### config.mk
export PLATFORM = sky130hd
export DESIGN_NAME = apb_lsram_arbiter
export DESIGN_NICKNAME = d
export VERILOG_FILES = /design/src/rtl/apb_lsram_arbiter.sv
export SDC_FILE = /design/constraint.sdc
export NUM_CORES = 1
export LEC_CHECK = 0
export CORE_MARGIN = 2
export CORE_UTILIZATION = 42
export DETAILED_ROUTE_END_ITERATION = 8
export PLACE_DENSITY = 0.86
export SLEW_MARGIN = 10
export SYNTH_ARGS = -nofsm -noshare
export SYNTH_HDL_FRONTEND = slang
export SYNTH_SLANG_ARGS = --single-unit
### constraint.sdc
create_clock -name PCLK -period 2.02 [get_ports PCLK]
set_clock_uncertainty 0.05 [all_clocks]
set_input_delay 0.303 -clock PCLK [delete_from_list [all_inputs] [get_ports PCLK]]
set_output_delay 0.303 -clock PCLK [all_outputs]
set_load 0.02 [all_outputs]
### src/rtl/apb_lsram_arbiter.sv
// apb_lsram_arbiter
//   Round-robin arbiter for two single-word requesters in front of an APB3
//   master sequencer. It drives the filterwheel LSRAM slave, which has a
//   16-bit data path and 2048 words.
//
//   Requester side (n = 0/1):
//     REQn/WRn/ADDRn/WDATAn : request, held until ACKn
//     ACKn                  : one-cycle completion pulse
//     ERRn                  : pulses with ACKn on PSLVERR or wait-state timeout
//     RDATAn                : read data, held until that requester's next ACK
//   APB side:
//     M_PSEL/M_PENABLE/M_PWRITE/M_PADDR/M_PWDATA : registered master outputs
//     M_PRDATA/M_PREADY/M_PSLVERR               : slave response
//   BUSY : high whenever the sequencer is not IDLE
module apb_lsram_arbiter #(
  parameter int ADDR_WIDTH = 11,
  parameter int DWIDTH     = 16,
  parameter int TIMEOUT    = 255
) (
  input  logic                  PCLK,
  input  logic                  PRESETN,
  input  logic                  REQ0,
  input  logic                  WR0,
  input  logic [ADDR_WIDTH-1:0] ADDR0,
  input  logic [DWIDTH-1:0]     WDATA0,
  output logic                  ACK0,
  output logic [DWIDTH-1:0]     RDATA0,
  output logic                  ERR0,
  input  logic                  REQ1,
  input  logic                  WR1,
  input  logic [ADDR_WIDTH-1:0] ADDR1,
  input  logic [DWIDTH-1:0]     WDATA1,
  output logic                  ACK1,
  output logic [DWIDTH-1:0]     RDATA1,
  output logic                  ERR1,
  output logic                  M_PSEL,
  output logic                  M_PENABLE,
  output logic                  M_PWRITE,
  output logic [19:0]           M_PADDR,
  output logic [DWIDTH-1:0]     M_PWDATA,
  input  logic [DWIDTH-1:0]     M_PRDATA,
  input  logic                  M_PREADY,
  input  logic                  M_PSLVERR,
  output logic                  BUSY
);

  localparam int CW  = (TIMEOUT > 1) ? $clog2(TIMEOUT + 1) : 1;
  localparam int PAD = 19 - ADDR_WIDTH;

  typedef enum logic [1:0] {
    S_IDLE   = 2'd0,
    S_SETUP  = 2'd1,
    S_ACCESS = 2'd2,
    S_DONE   = 2'd3
  } state_t;

  state_t                state_q, state_d;
  logic                  last_q, last_d;
  logic                  grant_q, grant_d;
  logic                  wr_q, wr_d;
  logic [ADDR_WIDTH-1:0] addr_q, addr_d;
  logic [DWIDTH-1:0]     wdata_q, wdata_d;
  logic [CW-1:0]         cnt_q, cnt_d;
  logic                  psel_q, psel_d;
  logic                  penable_q, penable_d;
  logic                  ack0_q, ack0_d, ack1_q, ack1_d;
  logic                  err0_q, err0_d, err1_q, err1_d;
  logic [DWIDTH-1:0]     rdata0_q, rdata0_d, rdata1_q, rdata1_d;
  logic                  busy_q, busy_d;

  logic                  win_s;
  logic                  fin_s;
  logic                  fail_s;
  logic [DWIDTH-1:0]     rd_s;
  logic                  timeout_hit_s;

  // This is the last PREADY-low cycle allowed. A TIMEOUT of 0 never fires.
  assign timeout_hit_s = (TIMEOUT != 0) && (cnt_q == CW'(TIMEOUT - 1));

  // Next-state and next-output computation for the sequencer
  always_comb begin
    state_d   = state_q;
    last_d    = last_q;
    grant_d   = grant_q;
    wr_d      = wr_q;
    addr_d    = addr_q;
    wdata_d   = wdata_q;
    cnt_d     = cnt_q;
    psel_d    = psel_q;
    penable_d = penable_q;
    ack0_d    = 1'b0;
    ack1_d    = 1'b0;
    err0_d    = 1'b0;
    err1_d    = 1'b0;
    rdata0_d  = rdata0_q;
    rdata1_d  = rdata1_q;
    win_s     = 1'b0;
    fin_s     = 1'b0;
    fail_s    = 1'b0;
    rd_s      = {DWIDTH{1'b0}};
    case (state_q)
      S_IDLE: begin
        if (REQ0 || REQ1) begin
          // On a tie, the requester not served last wins.
          if (REQ0 && REQ1) begin
            win_s = ~last_q;
          end else begin
            win_s = REQ1;
          end
          grant_d = win_s;
          last_d  = win_s;
          wr_d    = win_s ? WR1 : WR0;
          addr_d  = win_s ? ADDR1 : ADDR0;
          wdata_d = win_s ? WDATA1 : WDATA0;
          psel_d  = 1'b1;
          state_d = S_SETUP;
        end else begin
          state_d = S_IDLE;
        end
      end
      S_SETUP: begin
        penable_d = 1'b1;
        cnt_d     = {CW{1'b0}};
        state_d   = S_ACCESS;
      end
      S_ACCESS: begin
        if (M_PREADY) begin
          fin_s  = 1'b1;
          fail_s = M_PSLVERR;
          rd_s   = M_PRDATA;
        end else if (timeout_hit_s) begin
          fin_s  = 1'b1;
          fail_s = 1'b1;
          rd_s   = {DWIDTH{1'b0}};
        end else begin
          cnt_d = cnt_q + CW'(1);
        end
        if (fin_s) begin
          state_d   = S_DONE;
          psel_d    = 1'b0;
          penable_d = 1'b0;
          // Writes, including failed ones, leave read data untouched.
          if (grant_q) begin
            ack1_d = 1'b1;
            err1_d = fail_s;
            if (!wr_q) begin
              rdata1_d = rd_s;
            end else begin
              rdata1_d = rdata1_q;
            end
          end else begin
            ack0_d = 1'b1;
            err0_d = fail_s;
            if (!wr_q) begin
              rdata0_d = rd_s;
            end else begin
              rdata0_d = rdata0_q;
            end
          end
        end else begin
          state_d = S_ACCESS;
        end
      end
      S_DONE: begin
        state_d = S_IDLE;
      end
      default: begin
        state_d   = S_IDLE;
        psel_d    = 1'b0;
        penable_d = 1'b0;
      end
    endcase
    busy_d = (state_d != S_IDLE);
  end

  // State and output registers; reset drops PSEL/PENABLE immediately
  always_ff @(posedge PCLK or negedge PRESETN) begin
    if (!PRESETN) begin
      state_q   <= S_IDLE;
      last_q    <= 1'b1;
      grant_q   <= 1'b0;
      wr_q      <= 1'b0;
      addr_q    <= {ADDR_WIDTH{1'b0}};
      wdata_q   <= {DWIDTH{1'b0}};
      cnt_q     <= {CW{1'b0}};
      psel_q    <= 1'b0;
      penable_q <= 1'b0;
      ack0_q    <= 1'b0;
      ack1_q    <= 1'b0;
      err0_q    <= 1'b0;
      err1_q    <= 1'b0;
      rdata0_q  <= {DWIDTH{1'b0}};
      rdata1_q  <= {DWIDTH{1'b0}};
      busy_q    <= 1'b0;
    end else begin
      state_q   <= state_d;
      last_q    <= last_d;
      grant_q   <= grant_d;
      wr_q      <= wr_d;
      addr_q    <= addr_d;
      wdata_q   <= wdata_d;
      cnt_q     <= cnt_d;
      psel_q    <= psel_d;
      penable_q <= penable_d;
      ack0_q    <= ack0_d;
      ack1_q    <= ack1_d;
      err0_q    <= err0_d;
      err1_q    <= err1_d;
      rdata0_q  <= rdata0_d;
      rdata1_q  <= rdata1_d;
      busy_q    <= busy_d;
    end
  end

  assign ACK0      = ack0_q;
  assign ACK1      = ack1_q;
  assign ERR0      = err0_q;
  assign ERR1      = err1_q;
  assign RDATA0    = rdata0_q;
  assign RDATA1    = rdata1_q;
  assign M_PSEL    = psel_q;
  assign M_PENABLE = penable_q;
  assign M_PWRITE  = wr_q;
  assign M_PADDR   = {{PAD{1'b0}}, addr_q, 1'b0};
  assign M_PWDATA  = wdata_q;
  assign BUSY      = busy_q;

endmodule

==> results.tsv, run 1 <==
stage	metric	value	unit
status	status	finished clean	
layout	drive_gt1_share	7.66	%
yosys	syn-cell-area	0.00340	mm2
layout	diodes	0	
yosys	netlist_instances	291	
drt	wl_per_cell	15.3	um
power	vdd_drop_max	0.562	mV
yosys	ys.flop_type	dfrtp_1	
timing	finalCriticalPeriod	1.86	ns
grt	grtUsageTotal	19.5	%
drt	drt_iter0_markers	118	
placed_design	port_buffers	144	
timing	max_freq	538	MHz
grt	grt_pass1_wl	13300	um
timing	fin_crit_sh	92.0	%
clock_network	htree_levels	3	
drt	wl	8370	um
clock_network	cts_buffers	9	
yosys	yosysSeqAreaShare	58.1	%
floorplan	num_rows	32	
min_path	hp-class	in -> async	
clock_network	root_buffer	clkbuf_8	
grt	antenna_found_initial	0	
floorplan	dieHeight	94	um
placed_design	place_congestion	0.744	
clock_network	cts_tree	built	
timing	fin_tns_setup	0	ns
timing	hold_viol	0	
critical_path	cp-start-kind	flip-flop	
grt	grt_start_max_net_pins	47	
yosys	syn_avg_cell_area	11.7	um2
drt	drt.antenna.violating_nets	0	
layout	finalNetCount	523	
clock_network	clkTransAtPathRegs	0.09	ns
floorplan	die_area	0.00884	mm2
power	p_leak	2.32	nW
critical_path	worst-path-max-fanout	16	
drt	drtPass1Iterations	4	
grt	grt_pass1_vias	2787	
grt	grt.overflow.total	0	
drt	via_per_inst	5.03	
floorplan	boundaryPins	154	
yosys	synth_edf_count	0	
clock_network	cts_sinks	79	
floorplan	initial_utilization	43.6	%
timing	finalSetupViolCount	0	
yosys	ys_types	32	
timing	slew_viol_final	0	
timing	slew-limit-headroom	60.1	%
drt	vias	2745	
layout	area_growth	51.7	%
critical_path	path_class	reg -> reg	
critical_path	crit_required	2.19	ns
layout	final_util	66.1	%
critical_path	crit_arrival	2.03	ns
critical_path	crit_path_end_kind	flip-flop	
yosys	synthArstFlopShare	100	%
timing	tightest_slew	0.598	ns
yosys	synth_warnings	0	
clock_network	cts.path.max_buffers	2	
floorplan	dieWidth	94	um
timing	rsz0062_at_grt	false	
power	p_per_area	1470	mW/mm2
placed_design	dp_hpwl	6410	um
clock_network	clkLatencyLatePin	0.34	ns
yosys	ys_ff_latch	79	
drt	drcViolationCount	0	
floorplan	core	0.00781	mm2
job	max_cap_violations	0	
## placed cells by master (no fill, tap or decap), types with 3 or more instances in the layout
| master | Yosys | final |
|---|---|---|
| inv_1 | 6 | 6 |
| ha_1 | 6 | 6 |
| a22o_1 | 32 | 32 |
| conb_1 | 1 | 9 |
| clkbuf_8 | 0 | 9 |
| o21ai_0 | 33 | 32 |
| dfrtp_1 | 78 | 78 |
| nand2_1 | 39 | 39 |
| mux2i_1 | 34 | 34 |
| clkdlybuf4s50_1 | 0 | 143 |
| nor2_1 | 6 | 6 |
| buf_4 | 11 | 8 |
| nand4_1 | 3 | 3 |
| nand3_1 | 4 | 4 |
## sequential cells by signal, indices dropped and copies added, names as in the netlist
signal	count
ACK0	1
BUSY	1
RDATA0	16
ERR1	1
cnt_q	8
ERR0	1
grant_q	1
M_PWDATA	16
state_q	2
addr_q	11
M_PWRITE	1
M_PSEL	1
last_q	1
M_PENABLE	1
ACK1	1
RDATA1	16
## through the flow
stage                     area, um2  hold WS (ns)  instances  setup slack [ns]  total power, W
after global placement         4950         0.249        529             0.195         0.00631
after floorplan                3430       -0.0426        299             0.332         0.00465
after global routing           5160         0.460        546            0.0485         0.00806
final                          5160         0.413        546             0.162         0.00759
after CTS                      5160         0.425        546             0.170         0.00766
after detailed placement       4950         0.244        529             0.160         0.00645
## metal layers
layer  track usage (%)  vias to the layer above  part of all wire (%)
met2              34.2                      111                    52
met5                 0                        -                     0
li1                  -                     1313                     -
met1              23.8                     1310                    41
met3              3.61                       11                   6.3
met4              7.25                        0                   1.4
## worst paths after layout
path | startpoint | end | slack [ns] | depth (start not counted)
max | cnt_q[0] | RDATA0[10] | 0.16 | 6
min | PRESETN | RDATA0[4] | 0.41 | 2
max reg2reg | cnt_q[0] | RDATA0[10] | 0.16 | 6
min reg2reg | addr_q[1] | addr_q[1] | 0.43 | 2
max in group asynchronous | PRESETN | last_q | 0.88 | 3
min in group PCLK | addr_q[1] | addr_q[1] | 0.43 | 2
## layout make-up
cell class,count,area (um2)
clock inverters,7,78.8
well taps,102,128
repair buffers,154,1540
fillers,614,2650
inverters,7,26.3
multi-input cells,188,1280
flip-flops and latches,79,1980
clock buffers,9,124
## where the power goes
group	total, W	switching [W]	internal, W
clock network	0.00119	0.000601	0.000586
logic	0.00365	0.00184	0.00181
registers	0.00275	0.000460	0.00229
## worst max-delay path, cell delays in order, from the launching register on
cell and delay [ns]:
dfrtp_1 0.41, inv_1 0.10, ha_1 0.17, nand3_1 0.12, o21ai_2 0.21, nand3_2 0.33
a22o_1 0.36
## cell families after synthesis
kind of cell,Yosys count,synth area share [%]
flops,79,58.1
compound gates,77,15.8
simple gates,62,8.20
mux,34,10.0
buf+inv,32,5.52
fa+ha+maj,6,2.21
other cells,1,0.110
## cells in the mapped netlist, drive strengths merged (3+ instances only)
library cell	n	share of area [%]
nand4	3	0.55
buf	22	4.4
a22o	32	8.2
nand2	39	4.3
ha	6	2.2
mux2i	34	10
nor2	6	0.66
dfrtp	78	57
clkbuf	3	0.33
o21ai	35	5.3
nand3	6	1.2
inv	7	0.77
## what timing repair did
item / CTS / global route
resized for setup: 0 / 0
hold endpoints to repair: 36 / 0
hold buffers: 1 / 0
setup buffers: 0 / 0
Note: power is estimated with default switching activity, not from simulation.
==> run 2, diff against run 1 <==
CORE_UTILIZATION = 40   (was 42)
PLACE_DENSITY = 0.83   (was 0.86)
RECOVER_POWER = 25   (was not set)
SKIP_CTS_REPAIR_TIMING = 1   (was not set)
==> run 2 against run 1 <==
Against the previous run:
- sequential share of layout area is essentially flat
- flip-flop and latch count stayed put
- register-to-register slack improved by 0.02 ns
- maximum frequency up 0.96%
- total power barely moved
- critical path depth decreased by 1
- first-iteration DRC count shrank 29%
- largest cell class unchanged
- utilization fell by 3.3 points
==> results.tsv, run 2 (synthesis gave the netlist of run 1 again) <==
stage	metric	value	unit	change
critical_path	cp-start-kind	flip-flop		
critical_path	slowest_delay	0.56	ns	+0.15 ns
layout	finalNetCount	523		unchanged
timing	fin_crit_sh	91.1	%	-0.87 points
timing	max_freq	543	MHz	+0.96%
grt	antenna_found_initial	0		unchanged
critical_path	crit_required	2.25	ns	+0.06 ns
floorplan	dieWidth	96.2	um	+2.4%
clock_network	root_buffer	clkbuf_8		
floorplan	dieHeight	96.2	um	+2.4%
power	p_per_area	1470	mW/mm2	+0.13%
timing	slew-limit-headroom	32.4	%	-28 points
layout	final_common_cell	clkdlybuf4s50_1		
power	p_leak	2.32	nW	+0.18%
drt	drt.antenna.violating_nets	0		unchanged
floorplan	num_rows	33		+3.1%
clock_network	cts_tree	built		
clock_network	cts_buffers	9		unchanged
placed_design	place_inst	532		+0.57%
clock_network	clkTransAtPathRegs	0.09	ns	about the same
grt	grtUsageTotal	18.6	%	-0.89 points
floorplan	die_area	0.00926	mm2	+4.8%
placed_design	port_buffers	144		unchanged
timing	hold_viol	0		unchanged
critical_path	crit_arrival	2.08	ns	+0.05 ns
floorplan	core	0.00822	mm2	+5.2%
job	max_cap_violations	0		unchanged
drt	wl	8410	um	+0.51%
power	vdd_drop_max	0.637	mV	+13%
power	pwr-share-seq	36.3	%	about the same
clock_network	htree_levels	3		unchanged
power	cellInternalPower	0.00468	W	about the same
critical_path	path_class	reg -> reg		
critical_path	critPathSlowestCell	and3_1		
layout	drive_gt1_share	7.66	%	unchanged
timing	fin_tns_setup	0	ns	unchanged
layout	diodes	0		unchanged
drt	wl_per_cell	15.3	um	about the same
timing	finalSetupViolCount	0		unchanged
timing	rsz0062_at_grt	false		
grt	grt.overflow.total	0		unchanged
min_path	hp-class	reg -> reg		
timing	finalCriticalPeriod	1.84	ns	-0.0176 ns
grt	grt_pass1_wl	13000	um	-2.4%
layout	layout_common_cells	clkdlybuf4s50_1, dfrtp_1, nand2_1, mux2i_1		
status	status	finished clean		
layout	instances_no_fill	549		+0.55%
power	fin_total_pwr	0.00759	W	about the same
drt	drtPass1Iterations	4		unchanged
grt	grt_pass1_vias	2688		-3.6%
placed_design	place_congestion	0.776		+4.3%
drt	drt_iter0_markers	84		-29%
critical_path	worst-path-max-fanout	15		-1
floorplan	initial_utilization	41.4	%	-2.2 points
drt	drcViolationCount	0		unchanged
timing	slew_viol_final	0		unchanged
critical_path	crit_chain	inv_1 -> ha_1 -> and2b_1 -> and3_1 -> a22o_1		
grt	grt_start_max_net_pins	42		-11%
power	p_sw_share	38.3	%	+0.094 points
drt	vias	2780		+1.3%
clock_network	clkLatencyLatePin	0.35	ns	about the same
layout	area_growth	51.6	%	about the same
placed_design	dp_hpwl	6380	um	-0.47%
timing	tightest_slew	1.01	ns	+0.416 ns
clock_network	cts.path.max_buffers	2		unchanged
clock_network	cts_sinks	79		unchanged
power	p_switching	0.00291	W	+0.31%
drt	via_per_inst	5.06		+0.72%
power	clkPwrFrac	15.8	%	+0.2 points
power	p_comb_share	47.9	%	-0.2 points
floorplan	boundaryPins	154		unchanged
layout	final_util	62.8	%	-3.3 points
critical_path	crit_path_end_kind	flip-flop		
run 2: layout make-up:
cell class / count / area [um2]
clock buffer: 9 / 124
clock inverter: 7 / 78.8
sequential: 79 / 1980
fill: 673 / 3060
multi-input combinational: 188 / 1280
inverter: 7 / 26.3
timing repair buffer: 154 / 1530
tap: 105 / 131
run 2: per-stage QoR:
step / cell area [um2] / worst slack (ns) / hold slack (ns)
finish: 5160 / 0.179 / 0.431
global route: 5160 / 0.0728 / 0.456
CTS: 5150 / 0.197 / -0.129
detailed placement: 4950 / 0.154 / 0.258
global placement: 4950 / 0.242 / 0.252
floorplan: 3430 / 0.332 / -0.0426
run 2: final timing paths:
kind,from,to,slack [ns],depth (start not counted)
min reg2reg,cnt_q[7],cnt_q[7],0.43,1
min,cnt_q[7],cnt_q[7],0.43,1
max,state_q[0],RDATA1[5],0.18,5
max reg2reg,state_q[0],RDATA1[5],0.18,5
min in group asynchronous,PRESETN,ACK1,0.60,2
max in group asynchronous,PRESETN,cnt_q[2],0.38,3
run 2: power by group through the flow:
stage                     Clock, W  Sequential [W]  Combinational [W]
after detailed placement         0         0.00279            0.00368
after global routing       0.00133         0.00284            0.00394
after floorplan                  0         0.00344            0.00120
after global placement           0         0.00275            0.00357
after CTS                  0.00123         0.00276            0.00369
final                      0.00120         0.00276            0.00364
run 2: metal layers:
layer	wire, um	global-route usage [%]	vias to the layer above	share of wire, %
met5	0	0	-	0
met1	3380	22.3	1348	40
li1	-	-	1318	-
met3	694	6.03	10	8.2
met2	4230	30.8	104	50
met4	109	7.62	0	1.3
run 2: worst max-delay path: cells and delay by family (launching register included):
| kind | cells | cell delay, ns |
|---|---|---|
| adder cells (fa/ha/maj) | 1 | 0.17 |
| buffers and inverters | 1 | 0.10 |
| AND/OR/NAND/NOR | 2 | 0.80 |
| AO/OA/AOI/OAI | 1 | 0.27 |
| flip-flops | 1 | 0.39 |
